File: config.mk
export PLATFORM = sky130hd
export DESIGN_NAME = bip_exec_controller
export DESIGN_NICKNAME = d
export VERILOG_FILES = /design/src/rtl/bip_pkg.sv /design/src/rtl/bip_trace_fifo.sv /design/src/rtl/bip_exec_controller.sv
export SDC_FILE = /design/constraint.sdc
export NUM_CORES = 1
export LEC_CHECK = 0
export ABC_AREA = 0
export BUFFER_PORTS_ARGS = -buffer_cell sky130_fd_sc_hd__buf_2
export CORE_ASPECT_RATIO = 0.9
export CORE_UTILIZATION = 43
export CTS_CLUSTER_SIZE = 20
export DETAILED_ROUTE_END_ITERATION = 10
export SYNTH_ARGS = -nofsm -noshare
export SYNTH_HDL_FRONTEND = slang
export SYNTH_SLANG_ARGS = --single-unit
File: constraint.sdc
create_clock -name CLK -period 3.5 [get_ports CLK]
set_input_delay 0.525 -clock CLK [delete_from_list [all_inputs] [get_ports CLK]]
set_output_delay 0.525 -clock CLK [all_outputs]
set_load 0.02 [all_outputs]
File: src/rtl/bip_pkg.sv
// Shared constants and types for the BIP execution controller.
package bip_pkg;

    localparam int OPC_W = 5;
    localparam logic [OPC_W-1:0] HALT_OP = 5'b00000;

    localparam int PC_W  = 11;
    localparam int ACC_W = 16;
    localparam int TR_W  = 27;

    localparam logic [1:0] CMD_RUN   = 2'd0;
    localparam logic [1:0] CMD_STEP  = 2'd1;
    localparam logic [1:0] CMD_HALT  = 2'd2;
    localparam logic [1:0] CMD_CLEAR = 2'd3;

    typedef enum logic [1:0] {
        ST_IDLE = 2'd0,
        ST_RUN  = 2'd1,
        ST_STEP = 2'd2,
        ST_DONE = 2'd3
    } state_t;

endpackage

File: src/rtl/bip_trace_fifo.sv
// Show-ahead trace FIFO; drops pushes that find it full (no pop) and latches a sticky overflow flag.
module bip_trace_fifo #(
    parameter int DEPTH = 16,
    parameter int W     = 27
) (
    input  logic         CLK,
    input  logic         RESET,
    input  logic         clear,
    input  logic         push,
    input  logic [W-1:0] push_data,
    input  logic         pop,
    output logic [W-1:0] head_data,
    output logic         full,
    output logic         empty,
    output logic         ovf
);

    localparam int AW = $clog2(DEPTH);
    localparam logic [AW:0] PTR_ONE = {{AW{1'b0}}, 1'b1};

    logic [W-1:0] mem [DEPTH];
    logic [AW:0]  wr_ptr;
    logic [AW:0]  rd_ptr;
    logic [W-1:0] last_q;
    logic         push_ok;
    logic         pop_ok;

    assign empty = (wr_ptr == rd_ptr);
    assign full  = (wr_ptr[AW] != rd_ptr[AW]) && (wr_ptr[AW-1:0] == rd_ptr[AW-1:0]);

    // A pop in the same cycle frees the slot, so a push into a full FIFO still lands.
    assign pop_ok  = pop && !clear && !empty;
    assign push_ok = push && !clear && (!full || pop_ok);

    always_ff @(posedge CLK or posedge RESET) begin
        if (RESET) begin
            wr_ptr <= '0;
            rd_ptr <= '0;
            last_q <= '0;
            ovf    <= 1'b0;
        end else if (clear) begin
            wr_ptr <= '0;
            rd_ptr <= '0;
            ovf    <= 1'b0;
        end else begin
            if (push_ok)
                wr_ptr <= wr_ptr + PTR_ONE;
            if (pop_ok) begin
                rd_ptr <= rd_ptr + PTR_ONE;
                last_q <= mem[rd_ptr[AW-1:0]];
            end
            if (push && !push_ok)
                ovf <= 1'b1;
        end
    end

    always_ff @(posedge CLK) begin
        if (push_ok)
            mem[wr_ptr[AW-1:0]] <= push_data;
    end

    // When drained, keep presenting the last popped entry.
    assign head_data = empty ? last_q : mem[rd_ptr[AW-1:0]];

endmodule

File: src/rtl/bip_exec_controller.sv
// BIP execution controller: command FSM, CPU clock-enable decode, cycle counter, accumulator-write trace.
//
//   state   | meaning
//   --------+----------------------------------------------------------
//   IDLE    | paused / reset; CPU disabled, waiting for RUN or STEP
//   RUN     | free-running; enabled until HALT opcode or HALT command
//   STEP    | single enabled cycle, then back to IDLE (DONE on HALT op)
//   DONE    | program executed HALT; only CLEAR leaves
module bip_exec_controller
    import bip_pkg::*;
#(
    parameter int TR_DEPTH = 16,
    parameter int CNT_W    = 32
) (
    input  logic             CLK,
    input  logic             RESET,
    input  logic             CMD_VALID,
    input  logic [1:0]       CMD_CODE,
    output logic             CMD_READY,
    input  logic [OPC_W-1:0] OPCODE,
    input  logic [PC_W-1:0]  PC,
    input  logic             WR_ACC,
    input  logic [ACC_W-1:0] ACC,
    output logic             CPU_EN,
    output logic [1:0]       STATE,
    output logic [CNT_W-1:0] CYCLES,
    input  logic             TR_RD,
    output logic [TR_W-1:0]  TR_DATA,
    output logic             TR_EMPTY,
    output logic             TR_FULL,
    output logic             TR_OVF
);

    localparam logic [CNT_W-1:0] CNT_ONE = {{(CNT_W-1){1'b0}}, 1'b1};

    state_t           state;
    state_t           state_nxt;
    logic             cpu_en;
    logic             clear;
    logic             is_halt_op;
    logic             cmd_run;
    logic             cmd_step;
    logic             cmd_halt;
    logic             cmd_clear;
    logic [CNT_W-1:0] cycles_q;
    logic             pend_q;
    logic [PC_W-1:0]  pc_lat_q;

    assign CMD_READY  = 1'b1;
    assign is_halt_op = (OPCODE == HALT_OP);
    assign cmd_run    = CMD_VALID && (CMD_CODE == CMD_RUN);
    assign cmd_step   = CMD_VALID && (CMD_CODE == CMD_STEP);
    assign cmd_halt   = CMD_VALID && (CMD_CODE == CMD_HALT);
    assign cmd_clear  = CMD_VALID && (CMD_CODE == CMD_CLEAR);

    always_ff @(posedge CLK or posedge RESET) begin
        if (RESET)
            state <= ST_IDLE;
        else
            state <= state_nxt;
    end

    // CLEAR always wins and holds the CPU off, so the counter and trace restart cleanly.
    always_comb begin
        state_nxt = state;
        cpu_en    = 1'b0;
        clear     = 1'b0;
        case (state)
            ST_IDLE: begin
                if (cmd_clear)
                    clear = 1'b1;
                else if (cmd_run)
                    state_nxt = ST_RUN;
                else if (cmd_step)
                    state_nxt = ST_STEP;
            end
            ST_RUN: begin
                if (cmd_clear) begin
                    clear     = 1'b1;
                    state_nxt = ST_IDLE;
                end else if (cmd_halt)
                    state_nxt = ST_IDLE;
                else if (is_halt_op)
                    state_nxt = ST_DONE;
                else
                    cpu_en = 1'b1;
            end
            ST_STEP: begin
                if (cmd_clear) begin
                    clear     = 1'b1;
                    state_nxt = ST_IDLE;
                end else begin
                    cpu_en    = !is_halt_op;
                    state_nxt = is_halt_op ? ST_DONE : ST_IDLE;
                end
            end
            ST_DONE: begin
                if (cmd_clear) begin
                    clear     = 1'b1;
                    state_nxt = ST_IDLE;
                end
            end
            default: state_nxt = ST_IDLE;
        endcase
    end

    always_ff @(posedge CLK or posedge RESET) begin
        if (RESET)
            cycles_q <= '0;
        else if (clear)
            cycles_q <= '0;
        else if (cpu_en && !(&cycles_q))
            cycles_q <= cycles_q + CNT_ONE;
    end

    // The push is delayed one cycle so the entry carries the accumulator after the write.
    always_ff @(posedge CLK or posedge RESET) begin
        if (RESET) begin
            pend_q   <= 1'b0;
            pc_lat_q <= '0;
        end else if (clear) begin
            pend_q   <= 1'b0;
        end else begin
            pend_q <= cpu_en && WR_ACC;
            if (cpu_en && WR_ACC)
                pc_lat_q <= PC;
        end
    end

    bip_trace_fifo #(
        .DEPTH (TR_DEPTH),
        .W     (TR_W)
    ) u_trace_fifo (
        .CLK       (CLK),
        .RESET     (RESET),
        .clear     (clear),
        .push      (pend_q),
        .push_data ({pc_lat_q, ACC}),
        .pop       (TR_RD),
        .head_data (TR_DATA),
        .full      (TR_FULL),
        .empty     (TR_EMPTY),
        .ovf       (TR_OVF)
    );

    assign CPU_EN = cpu_en;
    assign STATE  = state;
    assign CYCLES = cycles_q;

endmodule
==> results of run 1 <==
==> stage by stage <==
| stage | power, mW | cell area (um2) | hold WS, ns | setup TNS, ns |
|---|---|---|---|---|
| 5_1_grt | 20.4 | 24100 | 0.121 | -0.0219 |
| 2_1_floorplan | 12.3 | 20800 | 0.468 | -0.803 |
| 3_3_place_gp | 14.1 | 22400 | 0.485 | 0 |
| 3_5_place_dp | 14.2 | 22400 | 0.490 | 0 |
| 6_report | 19.5 | 24100 | 0.0685 | 0 |
| 4_1_cts | 19.7 | 24100 | 0.0758 | 0 |
==> path summary, 6_finish.rpt <==
kind	depth (start not counted)	slack, ns	start	end
worst max-delay path	6	0.13	u_trace_fifo.rd_ptr[0]$_DFFE_PP0P_	TR_DATA[18]
worst min-delay path	2	0.07	RESET	pc_lat_q[4]$_DFFE_PP0P_
worst max register to register	5	0.55	u_trace_fifo.rd_ptr[0]$_DFFE_PP0P_	u_trace_fifo.mem[9][13]$_DFFE_PP_
worst min register to register	2	0.50	u_trace_fifo.ovf$_DFFE_PP0P_	u_trace_fifo.ovf$_DFFE_PP0P_
max in group asynchronous	3	2.63	RESET	CYCLES[1]$_DFFE_PP0P_
min in group CLK	2	0.17	PC[7]	pc_lat_q[7]$_DFFE_PP0P_
==> placed cells by master (no fill, tap or decap), types with 5 or more instances in the layout <==
cell,netlist,routed
edfxtp_1,432,432
mux4_2,108,108
buf_2,18,103
dfrtp_1,84,82
mux2_2,67,67
nand2_1,56,55
clkbuf_16,0,55
a22oi_1,54,53
buf_4,6,30
nand4_1,24,24
a21oi_1,19,19
nand3_1,16,16
clkbuf_1,34,15
mux2i_1,13,13
o21ai_0,12,12
nor2_4,0,12
nor3_1,14,10
nor2_1,23,10
ha_1,10,10
inv_1,10,9
o31ai_1,9,9
and4_1,8,8
or4_1,8,8
nand2b_1,8,8
clkbuf_8,0,8
buf_12,0,8
nor4_1,7,7
and3_1,6,6
xor2_1,6,6
or3_1,6,6
clkinv_1,0,6
clkinv_2,0,6
xnor2_1,5,5
==> flip-flops by register name (all words and copies together), names as in the netlist <==
| name | count |
|---|---|
| pc_lat_q | 11 |
| u_trace_fifo.rd_ptr | 5 |
| u_trace_fifo.wr_ptr | 5 |
| STATE | 2 |
| u_trace_fifo.mem | 432 |
| pend_q | 1 |
| u_trace_fifo.last_q | 27 |
| u_trace_fifo.ovf | 1 |
| CYCLES | 32 |
==> cells in the mapped netlist, types with 6 or more instances <==
cell type	count	area, um2
nor4_1	7	43.8
and4_1	8	70.1
o21ai_0	12	60.1
a21oi_1	19	95.1
clkbuf_1	34	128
and3_1	6	37.5
nand2b_1	8	50.1
nand4_1	24	150
nand3_1	16	80.1
mux4_2	108	2430
a22oi_1	54	405
o31ai_1	9	67.6
dfrtp_1	84	2100
mux2_2	67	754
nor3_1	14	70.1
buf_2	18	90.1
edfxtp_1	432	13000
nand2_1	56	210
mux2i_1	13	130
inv_1	10	37.5
buf_4	6	45.0
xor2_1	6	52.6
nor2_1	23	86.3
or4_1	8	60.1
or3_1	6	37.5
ha_1	10	125
==> layout make-up <==
cell class                      count  share of cell area
Inverter                           11             0.00182
Clock buffer                       77              0.0629
Clock inverter                     19             0.00752
Timing Repair Buffer              144              0.0407
Sequential cell                   516               0.625
Tap cell                          624              0.0324
Multi-Input combinational cell    520               0.229
==> logic make-up (layout without fill, tap and decap cells) <==
logic type	Yosys count	after routing
other	1	1
muxes	188	188
and+or+nand+nor	196	196
xor gates and xnor gates	11	11
AOI/OAI and AO/OA	114	114
adders and majority gates	10	10
buffers and inverters	76	251
DFF	516	516
==> power breakdown <==
| group | switching [mW] | internal (mW) | total [mW] |
|---|---|---|---|
| Clock | 2.29 | 3.22 | 5.50 |
| Combinational | 3.33 | 2.76 | 6.09 |
| Sequential | 0.507 | 7.41 | 7.92 |
| Total | 6.12 | 13.4 | 19.5 |
==> routing by layer <==
metal | vias to the layer above | wire (um)
met5 | - | 0
li1 | 4805 | -
met3 | 62 | 2060
met4 | 0 | 894
met2 | 289 | 22400
met1 | 5718 | 21400
==> what timing repair did <==
action / CTS / global route
resized for setup: 1 / 4
cloned: 0 / 1
pin swaps: 0 / 2
setup endpoints to repair: 27 / 7
==> qor.yml, run 1 <==
outcome: "finished, violations left"
violations: "design-rule violations"
cts.clk_slew.worst_paths_ns: 0.06
yosysWarnings: 0
wl_per_cell_um: 24.5
clock-sinks: 516
clock_skew_ns: 0.0160
die-width_um: 234
startpoint_type: "register"
postSynth.asyncResetShare: 0.163
drtAntennaViolNets: 0
place_congestion: 0.832
cts_buffers: 52
final_core_util: 0.504
synth_seq_cells: 516
syn_nets: 1161
synth_cells: 1112
ys_types: 54
instances_no_fill: 1911
synth.mux.area_fraction: 0.159
synthAdderAreaFrac: 0.00601
drc_errors: 6
drive_above_1_share: 0.333
max_slew_margin: 0.254
grt_use_met1: 0.281
worstMarginPinSlew_ns: 1.12
die_area_um2: 49300
rows: 76
slowest_delay_ns: 0.54
grt_max_degree: 112
cts_root_buffer: "clkbuf_16"
dp_hpwl_mm: 26.1
post_synth_xor_area_fraction: 0.00463
die_h_um: 211
slew_violations: 0
maxCapViolations: 0
vias: 10900
first_pass_iters: 10
synthSimpleGateAreaFrac: 0.0510
power_density_nw_per_um2: 809
grt_use_met3: 0.0271
fmax_mhz: 297
multi_input_area_um2: 5530
clkLatencyLatePin_ns: 0.59
cts_buffer_depth: 3
post-place-cells: 1814
viasPerCell: 5.69
grtUsageTotal: 0.193
register_area_um2: 15100
hold_violations: 0
crit_fanout: 44
core_um2: 47800
finalSetupViolCount: 0
antenna_cells: 0
numPortBuffers: 103
grt_pass1_wl_mm: 69.9
wirelength_mm: 46.7
grt_use_met2: 0.303
synth.avg_cell_area_um2: 18.7
dp_slack_ns: 0.536
cpMaxStageDelayCell: "mux4_2"
io-pin-count: 105
ys.flop_type: "edfxtp_1"
synth_compound_area_frac: 0.0381
cp_top_family: "multiplexers"
drtIter0Drc: 898
min_path_type: "in2async"
area_delta_synth_final_pct: 15.8
path_cells: "buf_16 -> mux4_2 -> a22oi_1 -> nand2_1 -> mux2_2 -> buf_2"
grt_pass1_vias: 11000
cp.required_ns: 2.97
path_class: "reg2out"
cts_hold_buf: 0
critical_path_buf_inv_count: 2
arrival_ns: 2.85
synth_edf_count: 432
htree_levels: 2
antenna_found_initial: 0
endpoint_kind: "primary output"
synth_top_family_by_area: "multiplexers"
synth_area_um2: 20800
cts_tree: "built"
cts_setup_buffers: 0
fill_cells: 3863
period_needed_ns: 3.37
rsz0062_at_grt: "yes"
min_period_over_period: 0.963
grt_busiest_layer: "met2"
finalNetCount: 1294
ys_seq_area_frac: 0.724
p_leak_nw: 8.24
ir_drop_mv: 0.605
initial_core_util: 0.435
grt.overflow.total: 0
worst_slack_ns: 0.130
No activity file was read; power rests on OpenSTA's default activity.
==> inputs of run 2 (changes only) <==
==> constraint.sdc (replaced) <==
create_clock -name CLK -period 3.5 [get_ports CLK]
set_input_delay 0.525 -clock CLK [delete_from_list [all_inputs] [get_ports CLK]]
set_output_delay 0.525 -clock CLK [all_outputs]
set_load 0.05 [all_outputs]
==> run 2 against run 1 <==
Compared with the run above: the run still ends with design-rule violations left; die area unchanged; clock skew decreased by 0.0056 ns; clock power increased by 1%; utilization increased by 0.32 points; maximum frequency decreased by 0.37%; combinational power increased by 23%; sequential cell count unchanged; setup slack got worse by 0.012 ns; total power increased by 7.5%; largest cell class unchanged; highest routed layer unchanged.
==> qor.yml, run 2 (synthesis results as in run 1) <==
fin_area_um2: 24300  # +0.63%
cp.required_ns: 2.97  # about the same
die_h_um: 211  # unchanged
drc_errors: 4  # -2
antenna_cells: 0  # unchanged
cp_top_family: "multiplexers"
slew_violations: 0  # unchanged
dp_slack_ns: 0.430  # -0.106 ns
violations: "design-rule violations"
initial_core_util: 0.435  # unchanged
multi_input_area_um2: 5550  # +0.36%
drive_above_1_share: 0.346  # +0.0128
path_class: "reg2out"
final_core_util: 0.507  # +0.00319
finalPower_mw: 21.0  # +7.5%
path_depth: 6  # unchanged
finalNetCount: 1306  # +0.93%
critical_path_buf_inv_count: 2  # unchanged
crit_fanout: 33  # -25%
worst_slack_ns: 0.118  # -0.0124 ns
finalSetupViolCount: 0  # unchanged
numPortBuffers: 103  # unchanged
outcome: "finished, violations left"
rsz0062_at_grt: "yes"
first_pass_iters: 10  # unchanged
arrival_ns: 2.86  # about the same
hold_slack_ns: 0.0617  # -0.00688 ns
grt_max_degree: 57  # -49%
instances_no_fill: 1924  # +0.68%
post-place-cells: 1819  # +0.28%
wirelength_mm: 48.2  # +3.0%
core_um2: 47800  # unchanged
grt_pass1_vias: 11300  # +2.5%
max_slew_margin: 0.471  # +0.217
fill_cells: 3911  # +1.2%
wl_per_cell_um: 25.0  # +2.3%
cts_hold_buf: 0  # unchanged
cts_root_buffer: "clkbuf_16"
hold_violations: 0  # unchanged
fmax_mhz: 296  # -0.37%
clock_skew_ns: 0.0104  # -0.00559 ns
path_cells: "buf_16 -> mux4_2 -> a22oi_1 -> nand2_1 -> mux2_2 -> buf_2"
vias: 11100  # +1.7%
viasPerCell: 5.75  # +0.97%
cpMaxStageDelayCell: "mux4_2"
clock-sinks: 516  # unchanged
mostFrequentLayoutCell: "edfxtp_1"
endpoint_kind: "primary output"
drtIter0Drc: 1031  # +15%
min_period_over_period: 0.966  # +0.00353
cts_buffers: 52  # unchanged
cts.clk_slew.worst_paths_ns: 0.06  # about the same
antenna_found_initial: 0  # unchanged
die-width_um: 234  # unchanged
slowest_delay_ns: 0.54  # about the same
maxCapViolations: 0  # unchanged
worstMarginPinSlew_ns: 0.793  # -0.323 ns
grtUsageTotal: 0.202  # +0.00905
power_density_nw_per_um2: 864  # +6.8%
r2r_end: "u_trace_fifo.mem[8][5]$_DFFE_PP_"
startpoint_type: "register"
min_path_type: "in2async"
placed_cell_area_um2: 22400  # +0.17%
grt.overflow.total: 0  # unchanged
die_area_um2: 49300  # unchanged
register_area_um2: 15100  # unchanged
p_leak_nw: 8.31  # +0.85%
drtAntennaViolNets: 0  # unchanged
cts_tree: "built"
period_needed_ns: 3.38  # +0.0124 ns
layout_common_cells: "edfxtp_1 (432), mux4_2 (108), buf_2 (103)"
grt_pass1_wl_mm: 72.2  # +3.2%
largest_reg_flops: 432  # unchanged
area_delta_synth_final_pct: 16.5
ir_drop_mv: 0.859  # +42%
rr_worst_depth: 8  # +3
io-pin-count: 105  # unchanged
rows: 76  # unchanged
place_congestion: 0.818  # -1.7%
cts_buffer_depth: 3  # unchanged
dp_hpwl_mm: 27.2  # +4.1%
r2r_setup_slack_ns: 0.55  # about the same
tns_ns: 0  # unchanged
clkLatencyLatePin_ns: 0.60  # about the same
endpoint: "TR_DATA[19]"
htree_levels: 2  # unchanged
startpoint: "u_trace_fifo.rd_ptr[0]$_DFFE_PP0P_"
r2r_start: "u_trace_fifo.rd_ptr[0]$_DFFE_PP0P_"
==> run 2: cell count changes in the layout (fill, tap and decap cells not counted), sizes merged <==
cell	before	now
clkbuf	78	74
clkinvlp	3	7
bufbuf	0	1
buf	143	155
==> run 2: final cells by class <==
type	instances	share of cell area
clock buffer	74	0.0625
clock inverter	23	0.00882
inverter	11	0.00180
multi-input combinational	520	0.229
sequential	516	0.622
tap	624	0.0322
timing repair buffer	156	0.0446
==> run 2: worst register-to-register path, cell delays in order (launching register included) <==
cell     delay, ns
dfrtp_4       0.56
buf_4         0.17
xnor2_1       0.11
nand4_1       0.11
buf_4         0.16
or2_2         0.16
nand4_1       0.39
nor2_4        0.50
buf_4         0.44
==> run 2: how the worst min path moves through the flow <==
| stage | start | to | cells past startpoint | slack (ns) |
|---|---|---|---|---|
| floorplan | u_trace_fifo.wr_ptr[4]$_DFFE_PP0P_ | u_trace_fifo.wr_ptr[4]$_DFFE_PP0P_ | 1 | 0.47 |
| detailed placement | u_trace_fifo.last_q[7]$_DFFE_PP0P_ | u_trace_fifo.last_q[7]$_DFFE_PP0P_ | 1 | 0.49 |
| finish | RESET | pc_lat_q[4]$_DFFE_PP0P_ | 2 | 0.06 |
| CTS | RESET | pc_lat_q[4]$_DFFE_PP0P_ | 2 | 0.09 |
| global placement | u_trace_fifo.last_q[11]$_DFFE_PP0P_ | u_trace_fifo.last_q[11]$_DFFE_PP0P_ | 1 | 0.48 |
| global route | RESET | pc_lat_q[5]$_DFFE_PP0P_ | 2 | 0.12 |
==> run 2: timing repair <==
action	4_1_cts	5_1_grt
resized for setup	1	10
endpoints found under the hold margin	0	0
endpoints found under the setup margin	27	27
setup buffers	5	2
cloned	1	0
==> run 2: per-layer routing <==
layer	global-route usage	vias to the layer above	wire, um
li1	-	4832	-
met4	0.0593	0	948
met2	0.316	306	23100
met5	0	-	0
met3	0.0321	67	2630
met1	0.292	5849	21500
==> run 2: power breakdown <==
group | switching [mW] | internal, mW
sequential | 0.503 | 7.41
combinational | 4.57 | 2.91
clock | 2.34 | 3.24
==> inputs of run 3 (changes only) <==
--- a/config.mk
+++ b/config.mk
@@ -8,9 +8,10 @@
 export ABC_AREA = 0
 export BUFFER_PORTS_ARGS = -buffer_cell sky130_fd_sc_hd__buf_2
 export CORE_ASPECT_RATIO = 0.9
-export CORE_UTILIZATION = 43
+export CORE_UTILIZATION = 55
 export CTS_CLUSTER_SIZE = 20
 export DETAILED_ROUTE_END_ITERATION = 10
+export PLACE_DENSITY = 0.76
 export SYNTH_ARGS = -nofsm -noshare
 export SYNTH_HDL_FRONTEND = slang
 export SYNTH_SLANG_ARGS = --single-unit
==> run 3 against run 2 <==
Compared with the run above: the run now ends clean; cell area decreased by 1.3%; maximum frequency fell by 0.46%; worst hold slack got worse by 0.047 ns; first-iteration DRC count rose by 17%; utilization up 13 points; non-clock buffer count shrank 9; wire length is 5.4% lower; critical path depth rose by 1; combinational power down 2%; setup slack got worse by 0.016 ns; final cell count decreased by 7.9%; clock skew hardly changed; critical path type unchanged; critical endpoint is now TR_DATA[1]; largest cell class unchanged.
==> qor.yml, run 3 (synthesis results as in run 1) <==
grt_pass1_wl_mm: 68.5  # -5.1%
hold_slack_ns: 0.0142  # -0.0475 ns
clock_skew_ns: 0.0104  # -0.0000921 ns
p_sw_mw: 7.24  # -2.3%
slowest_delay_ns: 0.52  # -0.02 ns
path_class: "reg2out"
swShare: 0.352  # -0.00165
maxCapViolations: 0  # unchanged
min_period_over_period: 0.971  # +0.00443
path_cells: "buf_16 -> buf_8 -> mux4_2 -> a22oi_1 -> nand2_1 -> mux2_2 -> buf_2"
startpoint_type: "register"
drt-met1-wl_mm: 18.5  # -14%
seq_power_share: 0.386  # +0.009
io-pin-count: 105  # unchanged
layout_common_cells: "edfxtp_1 (432), mux4_2 (108), buf_2 (103)"
first_pass_iters: 5  # -5
cts_buffer_depth: 3  # unchanged
die_h_um: 187  # -11%
max_slew_margin: 0.152  # -0.320
core_um2: 37300  # -22%
hold_violations: 0  # unchanged
endpoint_kind: "primary output"
p_comb_frac: 0.357  # about the same
period_needed_ns: 3.40  # +0.0155 ns
finalSetupViolCount: 0  # unchanged
top_layer: "met4"
antenna_found_initial: 1  # +1
cpMaxStageDelayCell: "mux4_2"
clock-sinks: 516  # unchanged
drc_errors: 0  # -4
rows: 67  # -12%
ir_drop_mv: 0.660  # -23%
slew_violations: 0  # unchanged
vias: 11200  # +0.87%
arrival_ns: 2.87  # about the same
dp_hpwl_mm: 25.1  # -7.7%
finalNetCount: 1295  # -0.84%
grt_max_degree: 57  # unchanged
rsz0062_at_grt: "yes"
cts.clk_slew.worst_paths_ns: 0.06  # about the same
drive_above_1_share: 0.332  # -0.0139
grtUsageTotal: 0.240  # +0.0380
die_area_um2: 38600  # -22%
p_leak_nw: 8.25  # -0.73%
dr_wl_met2_mm: 22.6  # -2.3%
numPortBuffers: 103  # unchanged
viasPerCell: 6.29  # +9.5%
drtIter0Drc: 1203  # +17%
min_path_type: "in2async"
intPower_mw: 13.3  # -1.5%
cts_tree: "built"
largest_reg_flops: 432  # unchanged
initial_core_util: 0.558  # +0.123
grt_pass1_vias: 11400  # +0.60%
cp.required_ns: 2.97  # about the same
outcome: "finished, final reports clean"
fill_cells: 2494  # -36%
wl_per_cell_um: 25.7  # +2.7%
dr_wl_met3_mm: 3.55  # +35%
cts_buffers: 50  # -3.8%
die-width_um: 207  # -11%
mostFrequentLayoutCell: "edfxtp_1"
drtAntennaViolNets: 0  # unchanged
clkLatencyLatePin_ns: 0.59  # about the same
place_congestion: 0.824  # +0.68%
worstMarginPinSlew_ns: 1.27  # +0.473 ns
rr_worst_depth: 6  # -2
fmax_mhz: 294  # -0.46%
area_delta_synth_final_pct: 15.0
final_core_util: 0.642  # +0.135
power_density_nw_per_um2: 860  # -0.50%
crit_fanout: 21  # -36%
wirelength_mm: 45.6  # -5.4%
p_clk_frac: 0.257  # -0.009
htree_levels: 2  # unchanged
cts_root_buffer: "clkbuf_16"
grt.overflow.total: 0  # unchanged
[run 3: cell types whose count changed in the layout (fill, tap and decap cells not counted), moves of 4 or more]
| cell | delta |
|---|---|
| clkbuf_1 | +4 |
| clkinv_2 | +4 |
| clkbuf_8 | -6 |
| buf_4 | -13 |
| clkinvlp_4 | -5 |
[run 3: timing repair]
item / 4_1_cts / 5_1_grt
hold buffers: 0 / 0
gates cloned: 2 / 0
gates resized for setup: 8 / 9
endpoints found under the setup margin: 27 / 17
buffers inserted: 0 / 0
endpoints found under the hold margin: 0 / 0
[run 3: per-layer routing]
layer / up-vias / track usage
met5: - / 0
met3: 76 / 0.0392
met2: 505 / 0.400
met1: 5753 / 0.327
met4: 0 / 0.0761
li1: 4816 / -
[run 3: power by group through the flow]
stage          registers, mW  clock network (mW)  logic, mW
2_1_floorplan           7.92                   0       5.53
4_1_cts                 7.94                5.38       7.38
3_3_place_gp            7.99                   0       7.13
3_5_place_dp            8.04                   0       7.19
6_report                7.94                5.30       7.35
5_1_grt                 8.01                5.60       7.79
[run 3: final cells by class]
cell class                 count  area (um2)  share of cell area
sequential                   516       15100               0.630
multi-input combinational    520        5530               0.231
clock buffer                  69        1370              0.0574
timing repair buffer         147        1070              0.0446
tap                          483         604              0.0252
clock inverter                25         248              0.0103
inverter                      11        43.8             0.00183
antenna                        1        2.50            0.000104
[run 3: worst paths after layout]
kind | startpoint | endpoint | slack (ns)
setup / recovery | u_trace_fifo.rd_ptr[0]$_DFFE_PP0P_ | TR_DATA[1] | 0.10
hold / removal | RESET | pc_lat_q[6]$_DFFE_PP0P_ | 0.01
setup reg to reg | u_trace_fifo.wr_ptr[2]$_DFFE_PP0P_ | u_trace_fifo.mem[0][9]$_DFFE_PP_ | 0.33
hold reg to reg | u_trace_fifo.wr_ptr[4]$_DFFE_PP0P_ | u_trace_fifo.wr_ptr[4]$_DFFE_PP0P_ | 0.50
max in group asynchronous | RESET | u_trace_fifo.last_q[10]$_DFFE_PP0P_ | 2.77
min in group CLK | PC[0] | pc_lat_q[0]$_DFFE_PP0P_ | 0.17
[run 3: critical path: cells and delay by family (launching register included)]
family                 cells  cell delay [ns]
AOI/OAI and AO/OA          1             0.21
buffers and inverters      3             0.65
DFF                        1             0.50
muxes                      2             0.80
and+or+nand+nor            1             0.11
[run 3: stage by stage]
step | total power [mW] | setup WS, ns | TNS (ns) | cells | instance area, um2
after floorplan | 13.4 | -0.0118 | -0.803 | 1112 | 20800
after CTS | 20.7 | 0.0306 | 0 | 1771 | 23900
after global placement | 15.1 | 0.538 | 0 | 1675 | 22200
after detailed placement | 15.2 | 0.411 | 0 | 1675 | 22200
after global routing | 21.4 | -0.0238 | -0.0493 | 1771 | 23900
final | 20.6 | 0.102 | 0 | 1772 | 24000
